## config.mk

```make
export PLATFORM = sky130hd
export DESIGN_NAME = reg_decoder
export DESIGN_NICKNAME = d
export VERILOG_FILES = /design/src/rtl/reg_decoder.sv
export SDC_FILE = /design/constraint.sdc
export NUM_CORES = 1
export LEC_CHECK = 0
export BUFFER_PORTS_ARGS = -buffer_cell sky130_fd_sc_hd__clkbuf_2
export CAP_MARGIN = 15
export CORE_MARGIN = 4
export CORE_UTILIZATION = 52
export DETAILED_ROUTE_END_ITERATION = 8
export GPL_TIMING_DRIVEN = 0
export PLACE_DENSITY = 0.77
export REMOVE_ABC_BUFFERS = 1
export SLEW_MARGIN = 20
export SYNTH_ARGS = -nofsm -noshare
export SYNTH_HDL_FRONTEND = slang
export SYNTH_SLANG_ARGS = --single-unit
```

## constraint.sdc

```tcl
create_clock -name clk -period 1.9 [get_ports clk]
set_input_delay 0.19 -clock clk [delete_from_list [all_inputs] [get_ports clk]]
set_output_delay 0.19 -clock clk [all_outputs]
set_load 0.01 [all_outputs]
```

## src/rtl/reg_decoder.sv

```systemverilog
// Registered N-to-2^N one-hot decoder with a valid/ready command input.
// Latched mode holds the decode; pulse mode asserts it for PULSE_W cycles.
module reg_decoder #(
  parameter int unsigned N       = 2,
  parameter int unsigned PULSE_W = 1,
  parameter int unsigned CNT_W   = 8
) (
  input  logic                 clk,
  input  logic                 rst,
  input  logic                 en,
  input  logic                 clr,
  input  logic                 mode,
  input  logic                 in_valid,
  output logic                 in_ready,
  input  logic [N-1:0]         sel,
  output logic [(2**N)-1:0]    out,
  output logic                 out_valid,
  output logic [CNT_W-1:0]     acc_cnt
);

  localparam int unsigned OUT_W  = 2 ** N;
  localparam int unsigned PCNT_W = 8;

  typedef enum logic [0:0] {
    StIdle,
    StPulse
  } state_e;

  state_e              state_q, state_d;
  logic [OUT_W-1:0]    out_q, out_d;
  logic                out_valid_q, out_valid_d;
  logic [PCNT_W-1:0]   pcnt_q, pcnt_d;
  logic [CNT_W-1:0]    acc_cnt_q, acc_cnt_d;
  logic [OUT_W-1:0]    one_hot;
  logic                accept;

  always_comb begin
    one_hot      = '0;
    one_hot[sel] = 1'b1;
  end

  // Ready depends only on state and enable, never on in_valid.
  assign in_ready = en & ~rst & (state_q == StIdle);
  assign accept   = in_valid & in_ready;

  always_comb begin
    state_d     = state_q;
    out_d       = out_q;
    out_valid_d = out_valid_q;
    pcnt_d      = pcnt_q;
    acc_cnt_d   = acc_cnt_q;

    if (clr) begin
      // Clear beats a same-cycle command: nothing is accepted or counted.
      state_d     = StIdle;
      out_d       = '0;
      out_valid_d = 1'b0;
      pcnt_d      = '0;
    end else begin
      unique case (state_q)
        StIdle: begin
          if (accept) begin
            out_d       = one_hot;
            out_valid_d = 1'b1;
            acc_cnt_d   = acc_cnt_q + CNT_W'(1);
            if (mode) begin
              state_d = StPulse;
              pcnt_d  = PCNT_W'(PULSE_W - 1);
            end
          end
        end
        StPulse: begin
          if (pcnt_q == '0) begin
            state_d     = StIdle;
            out_d       = '0;
            out_valid_d = 1'b0;
          end else begin
            pcnt_d = pcnt_q - PCNT_W'(1);
          end
        end
        default: begin
          state_d     = StIdle;
          out_d       = '0;
          out_valid_d = 1'b0;
          pcnt_d      = '0;
        end
      endcase
    end
  end

  always_ff @(posedge clk) begin
    if (rst) begin
      state_q     <= StIdle;
      out_q       <= '0;
      out_valid_q <= 1'b0;
      pcnt_q      <= '0;
      acc_cnt_q   <= '0;
    end else begin
      state_q     <= state_d;
      out_q       <= out_d;
      out_valid_q <= out_valid_d;
      pcnt_q      <= pcnt_d;
      acc_cnt_q   <= acc_cnt_d;
    end
  end

  assign out       = out_q;
  assign out_valid = out_valid_q;
  assign acc_cnt   = acc_cnt_q;

  // A valid output is always exactly one-hot; an invalid one is all zero.
  a_onehot_when_valid: assert property (@(posedge clk) disable iff (rst)
    out_valid |-> $onehot(out));
  a_zero_when_invalid: assert property (@(posedge clk) disable iff (rst)
    !out_valid |-> (out == '0));

endmodule

```

==> flow_summary.json, run 1 <==
{
  "drive_above_1_share_pct": 22.56,
  "cts_buffers": 3,
  "path_cells": "inv_1 -> ha_1 -> or4b_4 -> o311a_1 -> xnor2_1 -> nor2_1",
  "start_kind": "register",
  "fin_setup_tns_ns": 0,
  "clock_path_buffers": 2,
  "final_max_slew_viol_count": 0,
  "synth_cell_types": 36,
  "synthArstFlopShare_pct": 0,
  "post_cts_resize_count": 0,
  "r2r_cells": 6,
  "fin_crit_sh_pct": 90.39,
  "setup_violations": 0,
  "cts_sinks": 22,
  "ys_ff_latch": 22,
  "hpwl_um": 1519,
  "gp_congestion": 0.7712,
  "synth_area_per_cell_um2": 9.157,
  "crit_required_ns": 2.11,
  "cp_top_family": "simple AND/OR/NAND/NOR gates",
  "rows": 15,
  "drtPass1Iterations": 4,
  "worstSetupPathType": "reg2reg",
  "routed_wl_um": 1932,
  "r2r_slack_ns": 0.18,
  "path_depth": 6,
  "rsz0062_at_grt": "no",
  "clkLatencyLatePin_ns": 0.31,
  "grt_pass1_vias": 814,
  "overflow": 0,
  "fp.dieW_um": 52.01,
  "numPortBuffers": 21,
  "synth-compound-area-share_pct": 12.17,
  "track_usage_pct": 16.27,
  "routed_via_density": 5.342,
  "crit_fanout": 4,
  "tightest_slew_ns": 0.5157,
  "slew_headroom_pct": 65.41,
  "cp-end-kind": "register",
  "fin_ws_ns": 0.1826,
  "timing.final.crit_period_ns": 1.717,
  "post-cts-setup-buffers": 0,
  "reg2reg_from": "pcnt_q[0]",
  "io_pins": 22,
  "reg2reg_to": "pcnt_q[3]",
  "hold-path-cell-count": 2,
  "synth_xor_area_share_pct": 8.696,
  "yosys.area_share.adder_pct": 2.484,
  "skew_ns": 0.009527,
  "clock.fmax_mhz": 582.3,
  "worstHoldStart": "sel[1]",
  "ctsHoldBuffers": 0,
  "pre_cts_ws_ns": 0.2043,
  "fillers": 153,
  "cp_num_buf_inv": 1,
  "ys.warnings.count": 0,
  "grt_pass1_wl_um": 3367,
  "arrival_ns": 1.92,
  "min_path_type": "in2reg",
  "start_util_pct": 56.49,
  "routedWlPerCell_um": 12.23,
  "cpMaxStageDelayCell": "or4b_4",
  "power_density_nw_per_um2": 731.7,
  "yosys.area_share.simple_pct": 28.20,
  "syn_inst": 110,
  "max_stage_delay_ns": 0.51,
  "hold_viol_final": 0,
  "first_iter_violations": 23,
  "path_clk_slew_ns": 0.13,
  "cts_max_level": 1,
  "nNetsFinal": 144,
  "cts_tree": "yes",
  "syn-cell-area_um2": 1007,
  "final_common_cell": "dfxtp_1",
  "post-route-drc-count": 0,
  "status": "finished, final reports clean",
  "cts-root-buf": "clkbuf_4",
  "antenna_found_initial": 0,
  "power.total_uw": 868.8,
  "synth_edf_count": 0,
  "seq_area_frac_synth_pct": 43.73,
  "grt_max_degree": 14,
  "die-area_um2": 2705,
  "synthMuxAreaShare_pct": 1.988,
  "ys.flop_type": "dfxtp_1",
  "synth_top_family_by_area": "simple AND/OR/NAND/NOR gates",
  "die_h_um": 52.01,
  "holdPathEnd": "out[2]",
  "cap_viol_max_count": 0,
  "core-area_um2": 1783,
  "leakagePower_nw": 0.4511,
  "final_util_pct": 66.60,
  "final_cell_mix": "dfxtp_1 (22), clkbuf_2 (21), nor2_1 (18)",
  "antenna_cells": 0,
  "ant_nets": 0,
  "via_count": 844,
  "area_delta_synth_final_pct": 17.89,
  "peakVddDrop_mv": 0.7036
}
-- per-stage QoR --
stage	std cells	instance area, um2	hold WS (ns)
2_1_floorplan	108	998.5	0.2591
3_3_place_gp	154	1135	0.4424
3_5_place_dp	154	1135	0.4422
4_1_cts	158	1187	0.1103
5_1_grt	158	1187	0.09206
6_report	158	1187	0.1141
-- layout make-up --
type / count / area (um2) / share of cell area (%)
clock buffer: 3 / 22.52 / 1.897
inverter: 5 / 18.77 / 1.581
multi-input combinational: 81 / 539.3 / 45.42
tap: 25 / 31.28 / 2.634
timing repair buffer: 21 / 105.1 / 8.851
sequential: 22 / 440.4 / 37.09
clock inverter: 1 / 30.03 / 2.529
-- power by group --
| part | leakage, nW | switching, mW | internal [mW] |
|---|---|---|---|
| clock network | 0.0279 | 0.146 | 0.213 |
| registers | 0.177 | 0.00282 | 0.464 |
| logic | 0.246 | 0.0268 | 0.0154 |
-- how the worst max path moves through the flow --
| stage | startpoint | endpoint | slack, ns |
|---|---|---|---|
| after floorplan | pcnt_q[0] | pcnt_q[3] | 0.30 |
| after global placement | pcnt_q[0] | pcnt_q[3] | 0.22 |
| after detailed placement | pcnt_q[0] | pcnt_q[3] | 0.20 |
| after CTS | pcnt_q[0] | pcnt_q[3] | 0.18 |
| after global routing | pcnt_q[0] | pcnt_q[3] | 0.12 |
| final | pcnt_q[0] | pcnt_q[3] | 0.18 |
-- routing by layer --
layer  vias to the layer above  wire length, um  global-route usage (%)
met5                         -                0                       0
met4                         0               13                   3.930
li1                        443                -                       -
met3                         2               94                   4.298
met1                       383              876                   19.40
met2                        16              947                   28.66
-- state kept, by name (all words and copies together) (netlist names) --
signal	flops
acc_cnt	8
out	4
out_valid	1
pcnt_q	8
state_q	1
-- cell usage after synthesis (2+ instances only) --
cell / instances / area, um2
a21oi_1: 4 / 20.02
a211oi_1: 2 / 15.01
nand4_1: 4 / 25.02
nor3b_1: 3 / 22.52
nand2_1: 6 / 22.52
nand3_1: 4 / 20.02
nor4_1: 3 / 18.77
nor2_1: 18 / 67.56
mux2i_1: 2 / 20.02
a22o_1: 2 / 17.52
nor3_1: 2 / 10.01
inv_1: 5 / 18.77
xor2_1: 2 / 17.52
a32o_1: 2 / 20.02
ha_1: 2 / 25.02
xnor2_1: 8 / 70.07
dfxtp_1: 22 / 440.4
-- cell families after synthesis --
family / after synthesis
adder cells (fa/ha/maj): 2
AND/OR/NAND/NOR: 51
flip-flops: 22
AO/OA/AOI/OAI: 16
XOR/XNOR: 10
multiplexers: 2
buffers and inverters: 7
(Power assumes the default switching activity.)
==> inputs of run 2 (changes only) <==
Settings changed: ABC_AREA set to 1, CORE_UTILIZATION 52 to 53.
==> flow_summary.json, run 2 <==
{
  "slew_headroom_pct": 75.68,
  "final_common_cell": "nand2_1",
  "cts-root-buf": "clkbuf_4",
  "cts_max_level": 1,
  "fin_setup_tns_ns": 0,
  "fp.dieW_um": 53.45,
  "cp-end-kind": "register",
  "grt_pass1_wl_um": 4022,
  "post-cts-setup-buffers": 0,
  "reg2reg_to": "pcnt_q[0]",
  "grt_pass1_vias": 953,
  "setup.worst_path.start": "pcnt_q[0]",
  "antenna_cells": 0,
  "post-route-drc-count": 0,
  "peakVddDrop_mv": 0.4100,
  "io_pins": 22,
  "tightest_slew_ns": 0.3644,
  "fillers": 186,
  "hpwl_um": 1814,
  "routedWlPerCell_um": 11.39,
  "swShare_pct": 23.55,
  "leakagePower_nw": 0.5818,
  "routed_wl_um": 2324,
  "synthTopCellsByArea": "dfxtp_1 (40%), nand2_1 (10%), nand3_1 (8.2%), a21oi_1 (7.3%), nor2_1 (6.2%)",
  "overflow": 0,
  "final_util_pct": 64.73,
  "drive_above_1_share_pct": 22.60,
  "synth_area_per_cell_um2": 7.203,
  "cts_tree": "yes",
  "clkLatencyLatePin_ns": 0.31,
  "skew_ns": 0.003549,
  "synth_cell_types": 22,
  "arrival_ns": 1.80,
  "syn-cell-area_um2": 1095,
  "syn_inst": 152,
  "crit_fanout": 9,
  "start_kind": "register",
  "r2r_cells": 8,
  "antenna_found_initial": 0,
  "path_clk_slew_ns": 0.12,
  "ys.warnings.count": 0,
  "setup_violations": 0,
  "ctsHoldBuffers": 0,
  "final_cell_mix": "nand2_1 (30), dfxtp_1 (22), clkbuf_2 (21)",
  "area_delta_synth_final_pct": 16.00,
  "final_max_slew_viol_count": 0,
  "yosysMostFrequentCell": "nand2_1",
  "seqPwrFrac_pct": 59.4,
  "crit_required_ns": 2.15,
  "routed_via_density": 5.284,
  "via_count": 1078,
  "cap_viol_max_count": 0,
  "min_path_type": "in2reg",
  "core-area_um2": 1962,
  "clkPwrFrac_pct": 33.1,
  "drtPass1Iterations": 4,
  "clock_path_buffers": 2,
  "hold_viol_final": 0,
  "ys_ff_latch": 22,
  "rows": 16,
  "die-area_um2": 2857,
  "worstSetupEndpoint": "pcnt_q[0]",
  "clock.fmax_mhz": 647.0,
  "timing.final.crit_period_ns": 1.545,
  "grt_max_degree": 13,
  "cts_sinks": 22,
  "seq_area_frac_synth_pct": 40.23,
  "reg2reg_from": "pcnt_q[0]",
  "r2r_slack_ns": 0.35,
  "track_usage_pct": 18.84,
  "synth_common_cells": "nand2_1 (30), dfxtp_1 (22), nand3_1 (18), nor2_1 (18), a21oi_1 (16)",
  "numPortBuffers": 21,
  "synth_edf_count": 0,
  "fin_crit_sh_pct": 81.34,
  "ant_nets": 0,
  "status": "finished, final reports clean",
  "die_h_um": 53.45,
  "intPower_uw": 601.7,
  "power_density_nw_per_um2": 619.8,
  "rsz0062_at_grt": "no",
  "synth_top_cell_by_area": "dfxtp_1",
  "power.switching_uw": 185.4,
  "post_cts_resize_count": 0,
  "worstSetupPathType": "reg2reg",
  "gp_congestion": 0.7909,
  "start_util_pct": 55.80,
  "ys.flop_type": "dfxtp_1",
  "cts_buffers": 3,
  "p_comb_share_pct": 7.5,
  "synth_top_cell_area_share_pct": 40.23,
  "nNetsFinal": 188,
  "first_iter_violations": 34,
  "synthArstFlopShare_pct": 0
}
[run 2: changes by cell type in the layout (fill, tap and decap cells not counted), sizes merged, moves of 3 or more]
| cell | change |
|---|---|
| nor3 | +3 |
| xnor2 | -8 |
| nor4 | -3 |
| inv | +14 |
| nor3b | -3 |
| nand3 | +15 |
| a21oi | +12 |
| nand2 | +27 |
| o21ai | +3 |
| nor2 | +4 |
[run 2: worst min path at each step]
stage	start	endpoint	depth (start not counted)
final	rst	acc_cnt[1]	2
after floorplan	rst	acc_cnt[1]	1
after detailed placement	pcnt_q[0]	pcnt_q[0]	2
after CTS	rst	acc_cnt[1]	2
after global routing	rst	acc_cnt[1]	2
after global placement	pcnt_q[0]	pcnt_q[0]	2
[run 2: cells by family (layout without fill, tap and decap cells)]
kind of cell | after synthesis | after routing | share of synthesized area, %
DFF | 22 | 22 | 40.23
adders and majority gates | 2 | 2 | 2.285
buffers and inverters | 19 | 44 | 6.514
and+or+nand+nor | 86 | 86 | 39.43
xor gates and xnor gates | 2 | 2 | 1.600
AOI/OAI and AO/OA | 21 | 21 | 9.942
[run 2: through the flow]
step	instances	power, mW	hold slack, ns	instance area, um2	setup slack (ns)
after floorplan	152	0.5138	0.2591	1095	0.5607
after global placement	200	0.5349	0.4425	1234	0.4354
final	204	0.7871	0.1352	1270	0.3545
after detailed placement	200	0.5367	0.4546	1234	0.3973
after global routing	204	0.8144	0.1419	1270	0.1481
after CTS	204	0.7922	0.1361	1270	0.3703
[run 2: metal layers]
layer	global-route usage (%)	share of wire, %	vias up
met5	0	0	-
met4	7.234	0.99	0
met3	2.535	5.9	4
met2	32.24	48	30
met1	23.51	45	496
li1	-	-	548
[run 2: final cells by class]
type                            instances  area (um2)  area share [%]
Clock buffer                            4       36.28           2.857
Multi-Input combinational cell        111       583.1           45.91
Sequential cell                        22       440.4           34.68
Timing Repair Buffer                   21       105.1           8.276
Tap cell                               27       33.78           2.660
Inverter                               19       71.32           5.616
[run 2: power by group through the flow]
| stage | clock network (mW) | registers [mW] | logic [mW] |
|---|---|---|---|
| 2_1_floorplan | 0 | 0.478 | 0.0356 |
| 3_3_place_gp | 0 | 0.478 | 0.0574 |
| 3_5_place_dp | 0 | 0.478 | 0.0592 |
| 4_1_cts | 0.265 | 0.467 | 0.0594 |
| 5_1_grt | 0.280 | 0.468 | 0.0665 |
| 6_report | 0.260 | 0.467 | 0.0594 |
[run 2: critical path: stages (launching register included)]
cell and delay, ns:
dfxtp_1 0.33, inv_1 0.12, ha_1 0.28, nand2_1 0.10, o21ai_2 0.25, nand2_4 0.13, nor2_1 0.14, nand2_1 0.06
o21ai_1 0.07
==> inputs of run 3 (changes only) <==
Settings changed: CORE_UTILIZATION 53 to 48, PLACE_DENSITY 0.77 to 0.74.
Clock period 1.9 ns to 1.3 ns, I/O delays scaled along.
==> flow_summary.json, run 3 (synthesis results as in run 2) <==
{
  "path_clk_slew_ns": 0.13,
  "slew_headroom_pct": 71.48,
  "seqPwrFrac_pct": 51.8,
  "ant_nets": 0,
  "cts_tree": "yes",
  "first_iter_violations": 40,
  "leakagePower_nw": 0.6274,
  "cp_top_family": "flip-flops",
  "cts-root-buf": "clkbuf_4",
  "stdcell_area_um2": 1400,
  "clock_path_buffers": 2,
  "place_area_um2": 1235,
  "crit_required_ns": 1.17,
  "gp_congestion": 0.8300,
  "grt_max_degree": 14,
  "tightest_slew_ns": 0.4272,
  "antenna_found_initial": 0,
  "antenna_cells": 0,
  "power.total_mw": 1.320,
  "crit_fanout": 5,
  "pre_cts_ws_ns": -0.2173,
  "skew_ns": 0.002529,
  "routedWlPerCell_um": 12.54,
  "clkPwrFrac_pct": 41.0,
  "fp.dieW_um": 55.76,
  "die_h_um": 55.76,
  "core-area_um2": 2191,
  "final_cell_mix": "nand2_1 (26), clkbuf_2 (21), dfxtp_1 (20)",
  "cts_max_level": 1,
  "fin_crit_sh_pct": 99.77,
  "die-area_um2": 3109,
  "hold_viol_final": 0,
  "peakVddDrop_mv": 0.5201,
  "rsz0062_at_grt": "yes",
  "final_common_cell": "nand2_1",
  "power.switching_uw": 297.2,
  "min_path_type": "in2reg",
  "max_stage_delay_ns": 0.61,
  "start_kind": "register",
  "rows": 17,
  "p_comb_share_pct": 7.2,
  "start_util_pct": 49.97,
  "setup_violations": 0,
  "intPower_mw": 1.023,
  "area_delta_synth_final_pct": 27.89,
  "clock.fmax_mhz": 771.0,
  "fillers": 180,
  "drtPass1Iterations": 4,
  "power_density_nw_per_um2": 943.1,
  "cp-end-kind": "output pin",
  "drive_above_1_share_pct": 32.42,
  "clkLatencyLatePin_ns": 0.32,
  "cts_sinks": 22,
  "hold-worst-slack_ns": 0.05743,
  "r2r_slack_ns": 0.003,
  "cpMaxStageDelayCell": "dfxtp_1",
  "routed_wl_um": 2634,
  "numPortBuffers": 21,
  "nNetsFinal": 193,
  "status": "finished, final reports clean",
  "post-route-drc-count": 0,
  "cts_buffers": 3,
  "overflow": 0,
  "fin_ws_ns": 0.002985,
  "arrival_ns": 1.17,
  "timing.final.crit_period_ns": 1.297,
  "grt_pass1_vias": 994,
  "cap_viol_max_count": 0,
  "path_cells": "nor2_8 -> clkbuf_2",
  "grt_pass1_wl_um": 4098,
  "track_usage_pct": 16.09,
  "io_pins": 22,
  "ctsHoldBuffers": 0,
  "final_max_slew_viol_count": 0,
  "routed_via_density": 5.333,
  "hpwl_um": 1812,
  "via_count": 1120,
  "worstSetupPathType": "reg2out",
  "cp_num_buf_inv": 1,
  "swShare_pct": 22.51
}
## run 3: worst reg2reg max path: cells and delay by family, from the launching register on
kind	cells	cell delay (ns)
compound gates	1	0.20
flops	1	0.41
simple gates	7	0.59
## run 3: stage by stage
step | util [%] | setup TNS (ns) | std cells
after global placement | 56.37 | -1.418 | 201
after detailed placement | 56.37 | -2.134 | 201
after global routing | 63.91 | -0.9025 | 210
after floorplan | - | -0.1335 | 152
after CTS | 60.71 | 0 | 208
final | 63.91 | 0 | 210
## run 3: per-layer routing
layer	GRT usage, %	part of all wire (%)	vias to the layer above
li1	-	-	560
met1	18.38	42	511
met2	29.05	49	44
met3	3.016	7.3	5
met4	6.597	1.7	0
met5	0	0	-
## run 3: what timing repair did
action	in CTS	in global routing
setup endpoints to repair	14	20
gates cloned	0	1
gates resized for setup	4	17
setup buffers	3	1
pin swaps	1	6
## run 3: final timing paths
| kind | from | end | depth (start not counted) |
|---|---|---|---|
| worst max-delay path | state_q | in_ready | 2 |
| worst min-delay path | rst | acc_cnt[1] | 2 |
| worst max register to register | pcnt_q[5] | pcnt_q[4] | 8 |
| worst min register to register | out_valid | out_valid | 2 |
## run 3: final cells by class
type	instances	area, um2	share of cell area, %
inverters	19	71.32	5.094
well taps	28	35.03	2.502
repair buffers	25	135.1	9.652
multi-input cells	112	663.1	47.36
clock buffers	3	22.52	1.609
clock inverters	1	30.03	2.145
flip-flops and latches	22	442.9	31.64
## run 3: power groups by stage
stage	Combinational, mW	Sequential, mW	Clock [mW]
floorplan	0.0520	0.699	0
global placement	0.0840	0.698	0
detailed placement	0.0869	0.698	0
CTS	0.0882	0.683	0.544
global route	0.105	0.685	0.569
finish	0.0946	0.684	0.542
